File: src/rtl/gamepad_reader.sv
`default_nettype none
// ============================================================================
// Module   : gamepad_reader
// Purpose  : Polls a serial shift-register game pad and publishes a two-frame
//            debounced button vector, press pulses and a frame strobe.
// Revision : 1.0 - initial release
// ============================================================================
module gamepad_reader #(
    parameter int CLK_DIV     = 600,
    parameter int POLL_CYCLES = 100000
) (
    input  logic       clk,
    input  logic       rst,
    input  logic       en,
    input  logic       pad_data,
    output logic       pad_latch,
    output logic       pad_clk,
    output logic [7:0] buttons,
    output logic [7:0] pressed,
    output logic       frame_valid
);

    localparam int c_PW = (POLL_CYCLES > 1) ? $clog2(POLL_CYCLES) : 1;
    localparam int c_DW = $clog2(2 * CLK_DIV);

    localparam logic [c_PW-1:0] c_POLL_LAST  = c_PW'(POLL_CYCLES - 1);
    localparam logic [c_DW-1:0] c_HALF_LAST  = c_DW'(CLK_DIV - 1);
    localparam logic [c_DW-1:0] c_LATCH_LAST = c_DW'(2 * CLK_DIV - 1);

    localparam logic [2:0] S_IDLE  = 3'd0;
    localparam logic [2:0] S_LATCH = 3'd1;
    localparam logic [2:0] S_LOW   = 3'd2;
    localparam logic [2:0] S_HIGH  = 3'd3;
    localparam logic [2:0] S_DONE  = 3'd4;

    logic [2:0]      r_state;
    logic [2:0]      w_state_nxt;
    logic [c_PW-1:0] r_poll_cnt;
    logic [c_DW-1:0] r_div_cnt;
    logic [2:0]      r_bit_idx;
    logic            r_sync1;
    logic            r_sync2;
    logic [7:0]      r_raw_serial;
    logic [7:0]      r_prev;
    logic [7:0]      r_buttons;
    logic [7:0]      r_pressed;
    logic            r_frame_valid;
    logic            r_pad_latch;
    logic            r_pad_clk;

    logic            w_poll_done;
    logic            w_half_last;
    logic            w_latch_last;
    logic            w_pad_latch_d;
    logic            w_pad_clk_d;
    logic            w_enter_done;
    logic [7:0]      w_raw_frame;

    assign w_poll_done  = en && (r_poll_cnt == c_POLL_LAST);
    assign w_half_last  = (r_div_cnt == c_HALF_LAST);
    assign w_latch_last = (r_div_cnt == c_LATCH_LAST);

    // Serial order A,B,C,Start,Up,Down,Left,Right -> {Start,C,B,A,Right,Left,Down,Up}
    assign w_raw_frame = {r_raw_serial[3:0], r_raw_serial[7:4]};

    // State register; pad strobes are registered from the next state
    always_ff @(posedge clk) begin
        if (!rst) begin
            r_state     <= S_IDLE;
            r_pad_latch <= 1'b0;
            r_pad_clk   <= 1'b0;
        end else begin
            r_state     <= w_state_nxt;
            r_pad_latch <= w_pad_latch_d;
            r_pad_clk   <= w_pad_clk_d;
        end
    end

    always_comb begin
        w_state_nxt = r_state;
        case (r_state)
            S_IDLE:  if (w_poll_done)  w_state_nxt = S_LATCH;
            S_LATCH: if (w_latch_last) w_state_nxt = S_LOW;
            S_LOW:   if (w_half_last)  w_state_nxt = S_HIGH;
            S_HIGH:  if (w_half_last)  w_state_nxt = (r_bit_idx == 3'd7) ? S_DONE : S_LOW;
            S_DONE:  w_state_nxt = S_IDLE;
            default: w_state_nxt = S_IDLE;
        endcase
    end

    always_comb begin
        w_pad_latch_d = (w_state_nxt == S_LATCH);
        w_pad_clk_d   = (w_state_nxt == S_HIGH);
        w_enter_done  = (w_state_nxt == S_DONE);
    end

    // Timing counters, bit index and serial capture
    always_ff @(posedge clk) begin
        if (!rst) begin
            r_poll_cnt   <= '0;
            r_div_cnt    <= '0;
            r_bit_idx    <= 3'd0;
            r_sync1      <= 1'b1;
            r_sync2      <= 1'b1;
            r_raw_serial <= 8'd0;
        end else begin
            r_sync1 <= pad_data;
            r_sync2 <= r_sync1;

            if (r_state == S_IDLE && en)
                r_poll_cnt <= w_poll_done ? '0 : r_poll_cnt + c_PW'(1);
            else if (r_state != S_IDLE)
                r_poll_cnt <= '0;

            if ((r_state == S_LATCH || r_state == S_LOW || r_state == S_HIGH) &&
                (w_state_nxt == r_state))
                r_div_cnt <= r_div_cnt + c_DW'(1);
            else
                r_div_cnt <= '0;

            // The 7 -> 0 wrap coincides with leaving HIGH for DONE
            if (r_state == S_IDLE)
                r_bit_idx <= 3'd0;
            else if (r_state == S_HIGH && w_half_last)
                r_bit_idx <= r_bit_idx + 3'd1;

            if (r_state == S_LOW && w_half_last)
                r_raw_serial[r_bit_idx] <= ~r_sync2;
        end
    end

    // Two-frame debounce, published on the edge into DONE
    always_ff @(posedge clk) begin
        if (!rst) begin
            r_prev        <= 8'd0;
            r_buttons     <= 8'd0;
            r_pressed     <= 8'd0;
            r_frame_valid <= 1'b0;
        end else begin
            r_pressed     <= 8'd0;
            r_frame_valid <= 1'b0;
            if (w_enter_done) begin
                r_frame_valid <= 1'b1;
                r_prev        <= w_raw_frame;
                if (w_raw_frame == r_prev) begin
                    r_buttons <= w_raw_frame;
                    r_pressed <= w_raw_frame & ~r_buttons;
                end
            end
        end
    end

    assign pad_latch   = r_pad_latch;
    assign pad_clk     = r_pad_clk;
    assign buttons     = r_buttons;
    assign pressed     = r_pressed;
    assign frame_valid = r_frame_valid;

endmodule
`default_nettype wire

File: config.mk
export PLATFORM = sky130hd
export DESIGN_NAME = gamepad_reader
export DESIGN_NICKNAME = d
export VERILOG_FILES = /design/src/rtl/gamepad_reader.sv
export SDC_FILE = /design/constraint.sdc
export NUM_CORES = 1
export LEC_CHECK = 0
export ABC_AREA = 0
export CORE_UTILIZATION = 52
export DETAILED_ROUTE_END_ITERATION = 8
export GPL_ROUTABILITY_DRIVEN = 0
export PLACE_DENSITY_LB_ADDON = 0.05
export SLEW_MARGIN = 10
export SYNTH_ARGS = -nofsm -noshare
export SYNTH_HDL_FRONTEND = slang
export SYNTH_SLANG_ARGS = --single-unit
File: constraint.sdc
create_clock -name clk -period 2.2 [get_ports clk]
set_input_delay 0.66 -clock clk [delete_from_list [all_inputs] [get_ports clk]]
set_output_delay 0.66 -clock clk [all_outputs]
set_load 0.01 [all_outputs]
Word level (Yosys, flattened, before mapping)
Cells that the tools add are included.

Register bits after elaboration: 71. Input bits: 4. Output and inout bits: 19. Word-level logic and storage cells: 62.

Add/subtract/negate cells: 3. Magnitude comparators: 2. Equality and inequality tests: 12. Muxes and demuxes: 13. Bitwise operators: 4. Reduce and logical (&&, ||, !) cells: 15.

Operator list (count): 2-to-1 mux 17 bit (3); adder 17 x 1 -> 17 bit, second input constant (1); equality test 17 bit, second input constant (1); 2-to-1 mux 3 bit (5); case mux 3 bit (4 select lines) (1); adder 11 x 1 -> 11 bit, second input constant (1); equality test 11 x 10 -> 1 bit, second input constant (1); equality test 11 bit, second input constant (1); equality test 3 x 2 -> 1 bit, second input constant (3); AND 8 bit (1); bitwise mux 8 bit (1); equality test 8 bit (1); NOT 8 bit (1); equality test 3 x 1 -> 1 bit, second input constant (2); equality test 3 bit, second input constant (2); logical AND 1 bit (6); < comparator 3 x 4 -> 1 bit, second input constant (1); AND reduction 2 bit (2); adder 3 x 1 -> 3 bit, second input constant (1); demux 1 bit (select 3 bit) (1); equality test 3 bit (1); greater-or-equal comparator 3 x 1 -> 1 bit, second input constant (1); logical NOT 3 bit (1); AND reduction 3 bit (1); 6 further kinds (9).

Logic depth before layout (Yosys ltp)
Gate-level depths: netlist (run 1).

Depth after elaboration: 7. Depth in mapped cells: 7. Mapped depth without buffers: 7.

Worst setup path after synthesis (run 1)
No wires, ideal clock.

Kind: register to register. From: reg r_div_cnt[0]. To: reg r_buttons[0] (netlist: buttons[0]). Setup time: 0.128 ns. Arrival: 2.155 ns. Data required time: 2.072 ns. Path slack: -0.082 ns. Cell stages (with the launch flop): 8. Buffers on the path: 1. Clock period less this slack: 2.282 ns. Path through: dfxtp_1 ha_1 nand4bb_1 or4_1 buf_2 nor4_4 mux2i_1 nor2_1.

Longest elaborated chain between the ends: 5. Elaborated cells between the ends (all ways): 8. Those cells by class: 3 x eq/ne; 4 x mux; 1 x reduce/logical.

RTL lines: start: declaration (RTL line 39) `logic [c_DW-1:0] r_div_cnt;`; start signal: assignment (RTL line 117) `r_div_cnt <= r_div_cnt + c_DW'(1);`; equality test 11 x 10 -> 1 bit / equality test 11 bit (equally long branches) (RTL line 60, 61); 2-to-1 mux 3 bit (on tied branches) (RTL line 85, 83, 84); case mux 3 bit (4 select lines) * (RTL line 81) `case (r_state)`; equality test 3 bit * (RTL line 94) `w_enter_done = (w_state_nxt == S_DONE);`; AND reduction 2 bit (no line) *; end signal: assignment (RTL line 146) `r_buttons <= w_raw_frame;`; end: declaration (RTL line 45) `logic [7:0] r_buttons;`.

Mark *: on every way between the ends. The rest lies on a longest branch, timed or not. A chain may end at the register's enable or synchronous reset.

Worst setup path after layout (run 1)
From: reg r_div_cnt[1]. To: reg r_pad_clk (netlist: pad_clk).

Longest elaborated chain between the ends: 4. Elaborated cells between the ends (all ways): 7. Those cells by class: 3 x eq/ne; 4 x mux.

RTL lines: equality test 11 x 10 -> 1 bit / equality test 11 bit (equally long branches) (RTL line 60, 61); 2-to-1 mux 3 bit (on tied branches) (RTL line 85, 83, 84); case mux 3 bit (4 select lines) * (RTL line 81); equality test 3 x 2 -> 1 bit * (RTL line 93) `w_pad_clk_d = (w_state_nxt == S_HIGH);`; end signal: assignment (RTL line 75) `r_pad_clk <= w_pad_clk_d;`; end: declaration (RTL line 49) `logic r_pad_clk;`.

Marked as above.

==> results of run 1 <==
## power by group
part / switching [W] / internal [W] / total, W / leakage (nW)
Clock: 0.000507 / 0.000754 / 0.00126 / 0.112
Sequential: 0.00000549 / 0.00129 / 0.00129 / 0.573
Combinational: 0.0000345 / 0.0000276 / 0.0000621 / 0.677
## per-layer routing
layer  global-route usage [%]  part of all wire, %  vias to the layer above
li1                         -                    -                     1354
met1                     29.3                   47                     1238
met2                     40.7                   48                       47
met3                     5.52                  3.4                        9
met4                     7.09                  1.2                        0
met5                        0                    0                        -
## cells by family after synthesis
group / after synthesis / synth area share [%]
AOI/OAI and AO/OA: 58 / 12.3
xor gates and xnor gates: 21 / 5.99
adders and majority gates: 4 / 1.63
buffers and inverters: 16 / 2.04
DFF: 71 / 46.3
muxes: 11 / 3.59
and+or+nand+nor: 154 / 28.1
## synthesized netlist by cell type, types with 2 or more instances
cell type                   number
sky130_fd_sc_hd__and3_1          5
sky130_fd_sc_hd__nand3_1        15
sky130_fd_sc_hd__nand2b_1        7
sky130_fd_sc_hd__nor3_1          8
sky130_fd_sc_hd__a31oi_1         5
sky130_fd_sc_hd__nor4b_1         3
sky130_fd_sc_hd__and4_1          6
sky130_fd_sc_hd__nor2b_1         5
sky130_fd_sc_hd__dfxtp_1        71
sky130_fd_sc_hd__nor2_1         32
sky130_fd_sc_hd__xor2_1         11
sky130_fd_sc_hd__o211ai_1        3
sky130_fd_sc_hd__nor3b_1         9
sky130_fd_sc_hd__a211oi_1        3
sky130_fd_sc_hd__a311oi_1        6
sky130_fd_sc_hd__a211o_1         2
sky130_fd_sc_hd__buf_2           2
sky130_fd_sc_hd__nand4_1        11
sky130_fd_sc_hd__inv_1           6
sky130_fd_sc_hd__a21oi_1        21
sky130_fd_sc_hd__nand4b_1        2
sky130_fd_sc_hd__or4_1           3
sky130_fd_sc_hd__mux2i_1        11
sky130_fd_sc_hd__or3_1           5
sky130_fd_sc_hd__nor4_1          3
sky130_fd_sc_hd__o31ai_1         5
sky130_fd_sc_hd__nand2_1        33
sky130_fd_sc_hd__clkbuf_1        6
sky130_fd_sc_hd__o21ai_0         7
sky130_fd_sc_hd__ha_1            4
sky130_fd_sc_hd__nand4bb_1       3
sky130_fd_sc_hd__xnor2_1        10
## registers in the layout (all words and copies together), names as in the netlist, 3 cells and up
signal        flops
pressed           8
r_div_cnt        11
buttons           8
r_raw_serial      8
r_poll_cnt       17
r_state           3
r_prev            8
r_bit_idx         3
## how the worst max path moves through the flow
stage,from,to,slack (ns),cells past startpoint
finish,r_div_cnt[1]$_SDFF_PN0_,pad_clk$_SDFF_PN0_,0.1,7
global route,r_div_cnt[1]$_SDFF_PN0_,r_div_cnt[9]$_SDFF_PN0_,0.02,7
CTS,r_div_cnt[1]$_SDFF_PN0_,r_raw_serial[1]$_SDFFE_PN0P_,0.04,7
detailed placement,rst,r_poll_cnt[16]$_SDFFE_PN0P_,-0.14,6
global placement,rst,r_poll_cnt[16]$_SDFFE_PN0P_,-0.11,6
floorplan,r_bit_idx[1]$_SDFFE_PP0P_,r_div_cnt[3]$_SDFF_PN0_,0.02,7
## final cells by class
cell class | count | area, um2
well taps | 72 | 90.1
multi-input cells | 248 | 1610
clock buffers | 9 | 124
flip-flops and latches | 71 | 1420
fillers | 461 | 1710
repair buffers | 60 | 505
clock inverters | 7 | 121
inverters | 7 | 26.3
## cell usage in the layout (no fill, tap or decap), types with 7 or more instances in the layout
cell type / count
sky130_fd_sc_hd__dfxtp_1: 70
sky130_fd_sc_hd__buf_4: 38
sky130_fd_sc_hd__nand2_1: 33
sky130_fd_sc_hd__nor2_1: 32
sky130_fd_sc_hd__clkdlybuf4s50_1: 22
sky130_fd_sc_hd__a21oi_1: 21
sky130_fd_sc_hd__nand3_1: 15
sky130_fd_sc_hd__nand4_1: 11
sky130_fd_sc_hd__xor2_1: 11
sky130_fd_sc_hd__mux2i_1: 11
sky130_fd_sc_hd__xnor2_1: 10
sky130_fd_sc_hd__nor3b_1: 9
sky130_fd_sc_hd__clkbuf_8: 9
sky130_fd_sc_hd__nor3_1: 8
sky130_fd_sc_hd__nand2b_1: 7
sky130_fd_sc_hd__o21ai_0: 7
## per-stage QoR
step / cell area [um2] / hold slack (ns) / setup WS (ns) / std cells
after floorplan: 3080 / 0.386 / 0.0154 / 335
after global placement: 3640 / 0.393 / -0.108 / 458
after detailed placement: 3640 / 0.398 / -0.138 / 458
after CTS: 3880 / 0.416 / 0.0433 / 474
after global routing: 3900 / 0.447 / 0.0183 / 474
final: 3900 / 0.411 / 0.0951 / 474
## what timing repair did
action	CTS	global route
endpoints found under the setup margin	0	14
hold buffers	0	0
gates resized for setup	0	4
==> Implementation_results.wiki, run 1 <==
{| class="wikitable"
! Metric !! Value
|-
| Setup Total Neg Slack || 0 ns
|-
| Clock insertion delay at the later pin of the skew report || about 0.34 ns
|-
| Final Max Tran Viols || 0
|-
| Wirelength per Cell || 14.0 um
|-
| Reported leakage power || 1.36 nW
|-
| Maximum number of pins on one net before global-route repair || 26
|-
| Startpoint of the worst register-to-register path || r_div_cnt[1]$_SDFF_PN0_
|-
| Maximum capacitance violations || 0
|-
| Netlist Area Pre-Place || between 0.003 and 0.004 mm2
|-
| Clock-pin slew of the registers on the worst-case setup and hold paths || around 0.07 ns
|-
| Proportion of synthesized flip-flops having asynchronous set or reset || 0%
|-
| Routed WL || approximately 6.6 mm
|-
| First-pass iteration count of the detailed router || 4
|-
| Least-Margin Pin Slew || 0.419 ns
|-
| # setup viols final || 0
|-
| Worst-case headroom to the max-slew limit || ~72%
|-
| Setup Buffers After CTS || 0
|-
| Yosys warns || 0
|-
| Drt first-iter violations || 83
|-
| Worst reg2reg setup slack || between 0.09 and 0.1 ns
|-
| Final worst path period need || 2.10 ns
|-
| DPL Wire Length || between 4 and 5 mm
|-
| Total of flip-flops plus latches after synthesis || 71
|-
| Die Wd || ~79 um
|-
| Top post-synthesis cells by area || sky130_fd_sc_hd__dfxtp_1, sky130_fd_sc_hd__nand2_1, sky130_fd_sc_hd__nor2_1, sky130_fd_sc_hd__mux2i_1, sky130_fd_sc_hd__a21oi_1
|-
| Worst Skew || roughly 0.0063 ns
|-
| Reg-to-reg critical path endpoint || pad_clk$_SDFF_PN0_
|-
| Critical path's slowest cell || sky130_fd_sc_hd__or4_1
|-
| Total CTS buffers || 9
|-
| Number of vias after detailed routing || about 2.6k
|-
| End point of the most critical hold path || r_sync2$_SDFF_PN1_
|-
| Floorplan die height || roughly 79 um
|-
| Final Hold Viols || 0
|-
| Run status || complete, no violations
|-
| Overall Global Routing Usage || between 20% and 30%
|-
| Layout overhead on the synthesized area || 27.1%
|-
| Final #Nets || just over 400
|-
| Achievable Freq || roughly 480 MHz
|-
| Crit path launch type || flip-flop
|-
| Number of cells on the worst hold path || 1
|-
| Wire length of the first global-routing pass || roughly 11 mm
|-
| Maximum level of the CTS H-tree || 3
|-
| Maximum fanout along the worst path || 3
|-
| Top cell family by delay on the critical path || simple AND/OR/NAND/NOR gates
|-
| Power after layout || 0.00262 W
|-
| Longest Clk Path Bufs || 2
|-
| DRC viols || 0
|-
| Leading area contributor after synthesis || sky130_fd_sc_hd__dfxtp_1
|-
| Core box area || 0.00561 mm2
|-
| Number of distinct library cells after synthesis || 44
|-
| Dominant synthesized flop cell || sky130_fd_sc_hd__dfxtp_1
|-
| Starting density of the core || about 55%
|-
| Top-Level Pins || 23
|-
| Number of buffers inserted by port buffering || 22
|-
| Hold/Removal Path Class || reg -> reg
|-
| Final core utilization || 69.5%
|-
| Number of antenna violations at the first check in global routing || 0
|-
| Worst path max stage delay || between 0.5 and 0.6 ns
|-
| Cell-by-cell listing of the critical path || ha_1 > nand4bb_1 > buf_4 > or4_1 > a22o_1 > and3_1 > nor2b_1
|-
| Largest vdd supply drop || 0.435 mV
|-
| Ratio of final minimum period to clock period || approximately 96%
|-
| CTS tree || done
|-
| Count of inserted antenna diode cells || 0
|-
| Fraction of the yosys area taken by sequential cells || ~46%
|-
| Number of enable flip-flop cells after synthesis || 0
|-
| Required time worst endpoint || ~2.4 ns
|-
| Proportion of layout cells with a drive suffix above 1 || 15.4%
|-
| Number of global-route vias before repair || ~2.6k
|-
| Data arrival time of the worst path || between 2 and 2.5 ns
|-
| Path depth of the worst reg2reg path || 7
|-
| Share of Yosys cell area claimed by the top area cell type || between 40% and 50%
|-
| Vias per std cell || 5.59
|-
| Die area || 0.00621 mm2
|-
| Worst Path Buf+Inv || 1
|-
| Core Rows || 27
|-
| Unrepaired setup endpoints after global routing || false
|-
| P per Cell Area || 671 mW/mm2
|-
| TritonCTS sink count || 71
|-
| Worst Hold Launch || r_sync1$_SDFF_PN1_
|-
| Total grt overflow || 0
|-
| Post-route ant nets || 0
|-
| CTS Root Buffer Type || sky130_fd_sc_hd__clkbuf_8
|-
| Number of instances in the synthesized netlist || around 340
|-
| Category of the worst setup path capture point || flip-flop
|-
| Class of the most critical setup path || reg -> reg
|-
| Post-Syn Area per Cell || around 9 um2
|-
| Synth Net Count || ~340
|}
Power figures use the tool's default switching activity.
==> run 2: changes to the inputs <==
--- a/config.mk
+++ b/config.mk
@@ -7,6 +7,7 @@
 export LEC_CHECK = 0
 export ABC_AREA = 0
 export CORE_UTILIZATION = 52
+export CTS_BUF_LIST = sky130_fd_sc_hd__clkbuf_16
 export DETAILED_ROUTE_END_ITERATION = 8
 export GPL_ROUTABILITY_DRIVEN = 0
 export PLACE_DENSITY_LB_ADDON = 0.05
==> run 2 against run 1 <==
- clock power is 32% higher
- routed wire length is 3.7% higher
- cell count stayed put
- die area stayed put
- critical path depth stayed put
- maximum frequency is 0.67% lower
- core utilization is 1.8 points higher
- clock-buffer cell count stayed put
- first-iteration DRC count is 13% higher
- largest cell class unchanged
==> Implementation_results.wiki, run 2 (synthesis gave the netlist of run 1 again) <==
{| class="wikitable"
! Metric !! Value
|-
| Clock-pin slew of the registers on the worst-case setup and hold paths || 0.06 ns (about the same)
|-
| Layout overhead on the synthesized area || 30.4%
|-
| Number of global-route vias before repair || 2634 (+2.7%)
|-
| Leading cell type in the layout, fill and taps excluded || sky130_fd_sc_hd__dfxtp_1
|-
| Net Switching || 0.000593 W (+8.3%)
|-
| P per Cell Area || 754 mW/mm2 (+12%)
|-
| Vias per std cell || 5.67 (+1.5%)
|-
| Die Wd || 78.8 um (unchanged)
|-
| Wire length of the first global-routing pass || 11.9 mm (+4.0%)
|-
| Gate power share || 2.1% (-0.3 points)
|-
| Setup Buffers After CTS || 0 (unchanged)
|-
| First-pass iteration count of the detailed router || 4 (unchanged)
|-
| Category of the worst setup path capture point || flip-flop
|-
| Startpoint of the worst register-to-register path || r_div_cnt[1]$_SDFF_PN0_
|-
| Worst reg2reg setup slack || 0.08 ns (about the same)
|-
| Floorplan die height || 78.8 um (unchanged)
|-
| # setup viols final || 0 (unchanged)
|-
| Overall Global Routing Usage || 24.7% (+1.1 points)
|-
| DRC viols || 0 (unchanged)
|-
| Data arrival time of the worst path || 2.33 ns (about the same)
|-
| Sequential share of power || 42.9% (-6.5 points)
|-
| Final design area excluding fillers || 0.00400 mm2 (+2.6%)
|-
| Post-route ant nets || 0 (unchanged)
|-
| Reported leakage power || 1.41 nW (+3.4%)
|-
| Maximum capacitance violations || 0 (unchanged)
|-
| Worst setup slack after placement || -0.138 ns (unchanged)
|-
| Reg-to-reg critical path endpoint || r_raw_serial[1]$_SDFFE_PN0P_
|-
| Required time worst endpoint || 2.41 ns (about the same)
|-
| Register area || 0.00142 mm2 (unchanged)
|-
| Run status || complete, no violations
|-
| Standard cell area after detailed placement || 0.00364 mm2 (unchanged)
|-
| Proportion of layout cells with a drive suffix above 1 || 15.4% (unchanged)
|-
| Ratio of final minimum period to clock period || 96.3% (+0.65 points)
|-
| Worst-case headroom to the max-slew limit || 71.1% (-0.66 points)
|-
| Total CTS buffers || 9 (unchanged)
|-
| Final Hold Viols || 0 (unchanged)
|-
| Path depth of the worst reg2reg path || 7 (unchanged)
|-
| TritonCTS sink count || 71 (unchanged)
|-
| Core box area || 0.00561 mm2 (unchanged)
|-
| Number of buffers inserted by port buffering || 22 (unchanged)
|-
| Maximum level of the CTS H-tree || 3 (unchanged)
|-
| Die area || 0.00621 mm2 (unchanged)
|-
| Class of the most critical setup path || reg -> reg
|-
| Count of inserted antenna diode cells || 0 (unchanged)
|-
| Drt first-iter violations || 94 (+13%)
|-
| Worst hold margin || 0.407 ns (-0.00417 ns)
|-
| Largest registers ranked by flip-flop count || r_poll_cnt: 17 flops, r_div_cnt: 11 flops
|-
| Number of antenna violations at the first check in global routing || 0 (unchanged)
|-
| Routed WL || 6.89 mm (+3.7%)
|-
| Wirelength per Cell || 14.5 um (+3.7%)
|-
| Crit path launch type || flip-flop
|-
| Most flops, register || r_poll_cnt
|-
| Pint || 0.00243 W (+17%)
|-
| DPL Wire Length || 4.79 mm (unchanged)
|-
| Longest Clk Path Bufs || 2 (unchanged)
|-
| Fillcell total || 443 (-3.9%)
|-
| Switching share of total power || 19.6% (-1.3 points)
|-
| Unrepaired setup endpoints after global routing || false
|-
| Clock insertion delay at the later pin of the skew report || 0.33 ns (about the same)
|-
| Power share of the clock group || 55.0% (+6.8 points)
|-
| Total grt overflow || 0 (unchanged)
|-
| Number of hold-repair buffers added at the cts stage || 0 (unchanged)
|-
| Area taken by multi-input logic gates || 0.00161 mm2 (unchanged)
|-
| Top-Level Pins || 23 (unchanged)
|-
| Final worst-path setup slack || 0.0808 ns (-0.0143 ns)
|-
| Final #Nets || 405 (unchanged)
|-
| Most frequent cells in the layout || sky130_fd_sc_hd__dfxtp_1, sky130_fd_sc_hd__buf_4, sky130_fd_sc_hd__nand2_1, sky130_fd_sc_hd__nor2_1, sky130_fd_sc_hd__clkdlybuf4s50_1
|-
| CTS Root Buffer Type || sky130_fd_sc_hd__clkbuf_16
|-
| Final worst path period need || 2.12 ns (+0.0143 ns)
|-
| Worst Skew || 0.00544 ns (-0.000872 ns)
|-
| Worst setup startpoint || r_div_cnt[1]$_SDFF_PN0_
|-
| Core Rows || 27 (unchanged)
|-
| Largest vdd supply drop || 0.487 mV (+12%)
|-
| CTS tree || done
|-
| Maximum fanout along the worst path || 8 (+5)
|-
| Achievable Freq || 472 MHz (-0.67%)
|-
| Least-Margin Pin Slew || 0.429 ns (+0.00979 ns)
|-
| Maximum number of pins on one net before global-route repair || 26 (unchanged)
|-
| Hold/Removal Path Class || reg -> reg
|-
| Flip-flop count of the largest register, all copies and words added || 17 (unchanged)
|-
| Final Max Tran Viols || 0 (unchanged)
|-
| Starting density of the core || 54.7% (unchanged)
|-
| Worst setup path end || r_raw_serial[1]$_SDFFE_PN0P_
|-
| Number of vias after detailed routing || 2687 (+1.5%)
|}
-- run 2: stage by stage --
stage / setup TNS (ns) / std cells / total power (W) / utilization (%)
detailed placement: -1.86 / 458 / 0.00139 / 64.9
floorplan: 0 / 335 / 0.00136 / -
finish: 0 / 474 / 0.00302 / 71.4
CTS: 0 / 474 / 0.00304 / 71.1
global route: 0 / 474 / 0.00313 / 71.4
global placement: -1.29 / 458 / 0.00139 / 64.9
-- run 2: critical path, cell delays in order (launching register included) --
cell	delay, ns
sky130_fd_sc_hd__dfxtp_1	0.34
sky130_fd_sc_hd__ha_1	0.19
sky130_fd_sc_hd__nand4bb_1	0.16
sky130_fd_sc_hd__or4_4	0.56
sky130_fd_sc_hd__nor3b_2	0.17
sky130_fd_sc_hd__buf_4	0.17
sky130_fd_sc_hd__a21oi_1	0.07
sky130_fd_sc_hd__a311oi_1	0.34
-- run 2: power groups by stage --
stage | clock [W] | sequential (W) | combinational, W
2_1_floorplan | 0 | 0.00132 | 0.0000342
3_3_place_gp | 0 | 0.00132 | 0.0000613
3_5_place_dp | 0 | 0.00132 | 0.0000617
5_1_grt | 0.00176 | 0.00130 | 0.0000691
6_report | 0.00166 | 0.00130 | 0.0000624
4_1_cts | 0.00168 | 0.00130 | 0.0000619
-- run 2: area by class of cell --
class,count,share of cell area (%)
multi-input combinational,248,40.2
sequential,71,35.6
timing repair buffer,60,12.6
clock buffer,9,5.63
clock inverter,7,3.03
tap,72,2.25
inverter,7,0.657
-- run 2: per-layer routing --
layer / track usage [%] / part of all wire [%]
met4: 10.9 / 1.6
met3: 4.14 / 2.4
met1: 30.8 / 48
met5: 0 / 0
met2: 41.8 / 48
-- run 2: repair_timing --
item | CTS | global route
hold endpoints to repair | 0 | 0
pin swaps | 0 | 1
resized for setup | 1 | 3
setup endpoints to repair | 1 | 8
-- run 2: worst min path at each step --
| stage | startpoint | to | depth (start not counted) |
|---|---|---|---|
| after CTS | r_sync1$_SDFF_PN1_ | r_sync2$_SDFF_PN1_ | 1 |
| after detailed placement | r_sync1$_SDFF_PN1_ | r_sync2$_SDFF_PN1_ | 1 |
| after global placement | r_sync1$_SDFF_PN1_ | r_sync2$_SDFF_PN1_ | 1 |
| after global routing | r_sync1$_SDFF_PN1_ | r_sync2$_SDFF_PN1_ | 1 |
| final | r_sync1$_SDFF_PN1_ | r_sync2$_SDFF_PN1_ | 1 |
| after floorplan | r_sync1$_SDFF_PN1_ | r_sync2$_SDFF_PN1_ | 1 |
==> run 3: changes to the inputs <==
--- a/config.mk
+++ b/config.mk
@@ -6,7 +6,7 @@
 export NUM_CORES = 1
 export LEC_CHECK = 0
 export ABC_AREA = 0
-export CORE_UTILIZATION = 52
+export CORE_UTILIZATION = 39
 export CTS_BUF_LIST = sky130_fd_sc_hd__clkbuf_16
 export DETAILED_ROUTE_END_ITERATION = 8
 export GPL_ROUTABILITY_DRIVEN = 0
==> run 3 against run 2 <==
- hold slack gained 0.019 ns
- maximum frequency grew 2.3%
- clock skew shrank 0.00096 ns
- die area grew 32%
- core utilization shrank 17 points
==> Implementation_results.wiki, run 3 (synthesis gave the netlist of run 1 again) <==
{| class="wikitable"
! Metric !! Value
|-
| Worst Hold Launch || r_sync1$_SDFF_PN1_
|-
| First-pass iteration count of the detailed router || 4 (unchanged)
|-
| Flip-flop count of the largest register, all copies and words added || 17 (unchanged)
|-
| Number of vias after detailed routing || 2645 (-1.6%)
|-
| Die area || 0.00823 mm2 (+32%)
|-
| P per Cell Area || 714 mW/mm2 (-5.4%)
|-
| Vias per std cell || 5.22 (-8.0%)
|-
| Core box area || 0.00745 mm2 (+33%)
|-
| Total grt overflow || 0 (unchanged)
|-
| Unrepaired setup endpoints after global routing || false
|-
| Setup Buffers After CTS || 0 (unchanged)
|-
| Proportion of layout cells with a drive suffix above 1 || 16.2% (+0.75 points)
|-
| Core Rows || 31 (+15%)
|-
| Hold/Removal Path Class || reg -> reg
|-
| Largest vdd supply drop || 0.349 mV (-28%)
|-
| Worst Skew || 0.00448 ns (-0.000962 ns)
|-
| Final standard cell count with taps included and fillers excluded || 507 (+7.0%)
|-
| Clock insertion delay at the later pin of the skew report || 0.33 ns (about the same)
|-
| Count of inserted antenna diode cells || 0 (unchanged)
|-
| Wirelength per Cell || 13.8 um (-5.1%)
|-
| Maximum level of the CTS H-tree || 3 (unchanged)
|-
| Path depth of the worst reg2reg path || 7 (unchanged)
|-
| Run status || complete, no violations
|-
| Longest Clk Path Bufs || 2 (unchanged)
|-
| Final #Nets || 411 (+1.5%)
|-
| Class of the most critical setup path || reg -> reg
|-
| Floorplan die height || 90.7 um (+15%)
|-
| DRC viols || 0 (unchanged)
|-
| Most frequent cells in the layout || sky130_fd_sc_hd__dfxtp_1, sky130_fd_sc_hd__buf_4, sky130_fd_sc_hd__nand2_1, sky130_fd_sc_hd__nor2_1, sky130_fd_sc_hd__clkdlybuf4s50_1
|-
| Startpoint of the worst register-to-register path || r_div_cnt[1]$_SDFF_PN0_
|-
| Maximum capacitance violations || 0 (unchanged)
|-
| Least-Margin Pin Slew || 0.425 ns (-0.00385 ns)
|-
| Reported leakage power || 1.44 nW (+2.2%)
|-
| Post-route ant nets || 0 (unchanged)
|-
| Ratio of final minimum period to clock period || 94.1% (-2.2 points)
|-
| Setup Total Neg Slack || 0 ns (unchanged)
|-
| Maximum fanout along the worst path || 3 (-5)
|-
| CTS Root Buffer Type || sky130_fd_sc_hd__clkbuf_16
|-
| Number of buffers inserted by port buffering || 22 (unchanged)
|-
| Worst reg2reg setup slack || 0.13 ns (+0.05 ns)
|-
| Most flops, register || r_poll_cnt
|-
| Cells after DPL || 491 (+7.2%)
|-
| End point of the most critical hold path || r_sync2$_SDFF_PN1_
|-
| Wire length of the first global-routing pass || 11.9 mm (-0.29%)
|-
| Starting density of the core || 41.2% (-14 points)
|-
| Largest registers ranked by flip-flop count || r_poll_cnt: 17 flops, r_div_cnt: 11 flops
|-
| Crit path launch type || flip-flop
|-
| Total CTS buffers || 9 (unchanged)
|-
| Worst setup slack after placement || -0.156 ns (-0.0181 ns)
|-
| Layout overhead on the synthesized area || 31.8%
|-
| Clock-pin slew of the registers on the worst-case setup and hold paths || 0.06 ns (about the same)
|-
| TritonCTS sink count || 71 (unchanged)
|-
| Number of cells on the worst hold path || 1 (unchanged)
|-
| Leading cell type in the layout, fill and taps excluded || sky130_fd_sc_hd__dfxtp_1
|-
| Final worst-path setup slack || 0.129 ns (+0.0482 ns)
|-
| Final Hold Viols || 0 (unchanged)
|-
| Number of antenna violations at the first check in global routing || 0 (unchanged)
|-
| Drt first-iter violations || 91 (-3.2%)
|-
| Category of the worst setup path capture point || flip-flop
|-
| Reg-to-reg critical path endpoint || pad_clk$_SDFF_PN0_
|-
| Top-Level Pins || 23 (unchanged)
|-
| Final Max Tran Viols || 0 (unchanged)
|-
| Final worst path period need || 2.07 ns (-0.0482 ns)
|-
| Worst hold margin || 0.426 ns (+0.0191 ns)
|-
| Worst-case headroom to the max-slew limit || 71.3% (+0.12 points)
|-
| Data arrival time of the worst path || 2.29 ns (-0.04 ns)
|-
| Maximum number of pins on one net before global-route repair || 26 (unchanged)
|-
| Final design area excluding fillers || 0.00405 mm2 (+1.1%)
|-
| Standard cell area after detailed placement || 0.00373 mm2 (+2.5%)
|-
| Achievable Freq || 483 MHz (+2.3%)
|-
| Required time worst endpoint || 2.42 ns (about the same)
|-
| # setup viols final || 0 (unchanged)
|-
| Routed WL || 6.99 mm (+1.5%)
|-
| DPL Wire Length || 4.93 mm (+2.9%)
|-
| Overall Global Routing Usage || 18.1% (-6.6 points)
|-
| Die Wd || 90.7 um (+15%)
|-
| Number of global-route vias before repair || 2501 (-5.0%)
|-
| CTS tree || done
|}
run 3: cell count changes in the layout (fill, tap and decap cells not counted), sizes merged:
cell      change
clkinvlp      -2
clkinv        +3
buf           +6
bufinv        -1
run 3: worst max-delay path by stage:
stage                               from                           to  slack, ns  cells past startpoint
6_report         r_div_cnt[1]$_SDFF_PN0_           pad_clk$_SDFF_PN0_       0.13                      7
5_1_grt          r_div_cnt[1]$_SDFF_PN0_           pad_clk$_SDFF_PN0_       0.01                      7
4_1_cts          r_div_cnt[1]$_SDFF_PN0_      buttons[7]$_SDFFE_PN0P_       0.09                      7
3_5_place_dp                         rst  r_poll_cnt[13]$_SDFFE_PN0P_      -0.16                      7
3_3_place_gp                         rst  r_poll_cnt[13]$_SDFFE_PN0P_      -0.12                      7
2_1_floorplan  r_bit_idx[1]$_SDFFE_PP0P_      r_div_cnt[3]$_SDFF_PN0_       0.02                      7
run 3: report_power, final:
group	switching [W]	total, W	internal [W]
clock	0.000540	0.00152	0.000983
sequential	0.00000349	0.00129	0.00129
combinational	0.0000387	0.0000704	0.0000318
run 3: critical path: stages (launching register included):
cell                        delay (ns)
sky130_fd_sc_hd__dfxtp_1          0.34
sky130_fd_sc_hd__ha_1             0.19
sky130_fd_sc_hd__nand4bb_1        0.15
sky130_fd_sc_hd__buf_4            0.17
sky130_fd_sc_hd__or4_1            0.52
sky130_fd_sc_hd__a22o_1           0.27
sky130_fd_sc_hd__and3_1           0.20
sky130_fd_sc_hd__nor2b_1          0.13
run 3: cell type report:
class | instances | area (um2)
clock buffer | 9 | 225
clock inverter | 7 | 87.6
fill | 718 | 3400
inverter | 7 | 26.3
multi-input combinational | 248 | 1600
sequential | 71 | 1420
tap | 99 | 124
timing repair buffer | 66 | 563
run 3: per-stage QoR:
step | utilization (%) | power (W)
floorplan | - | 0.00136
global placement | 50.1 | 0.00139
detailed placement | 50.1 | 0.00139
CTS | 54.3 | 0.00293
global route | 54.3 | 0.00299
finish | 54.3 | 0.00289
run 3: metal layers:
metal | wire (um) | global-route usage (%)
met1 | 3380 | 22.9
met4 | 131 | 8.06
met3 | 155 | 3.03
met5 | 0 | 0
met2 | 3330 | 29.9
run 3: repair_timing:
item | in CTS | in global routing
hold buffers | 0 | 0
setup endpoints to repair | 0 | 18
gates resized for setup | 0 | 2
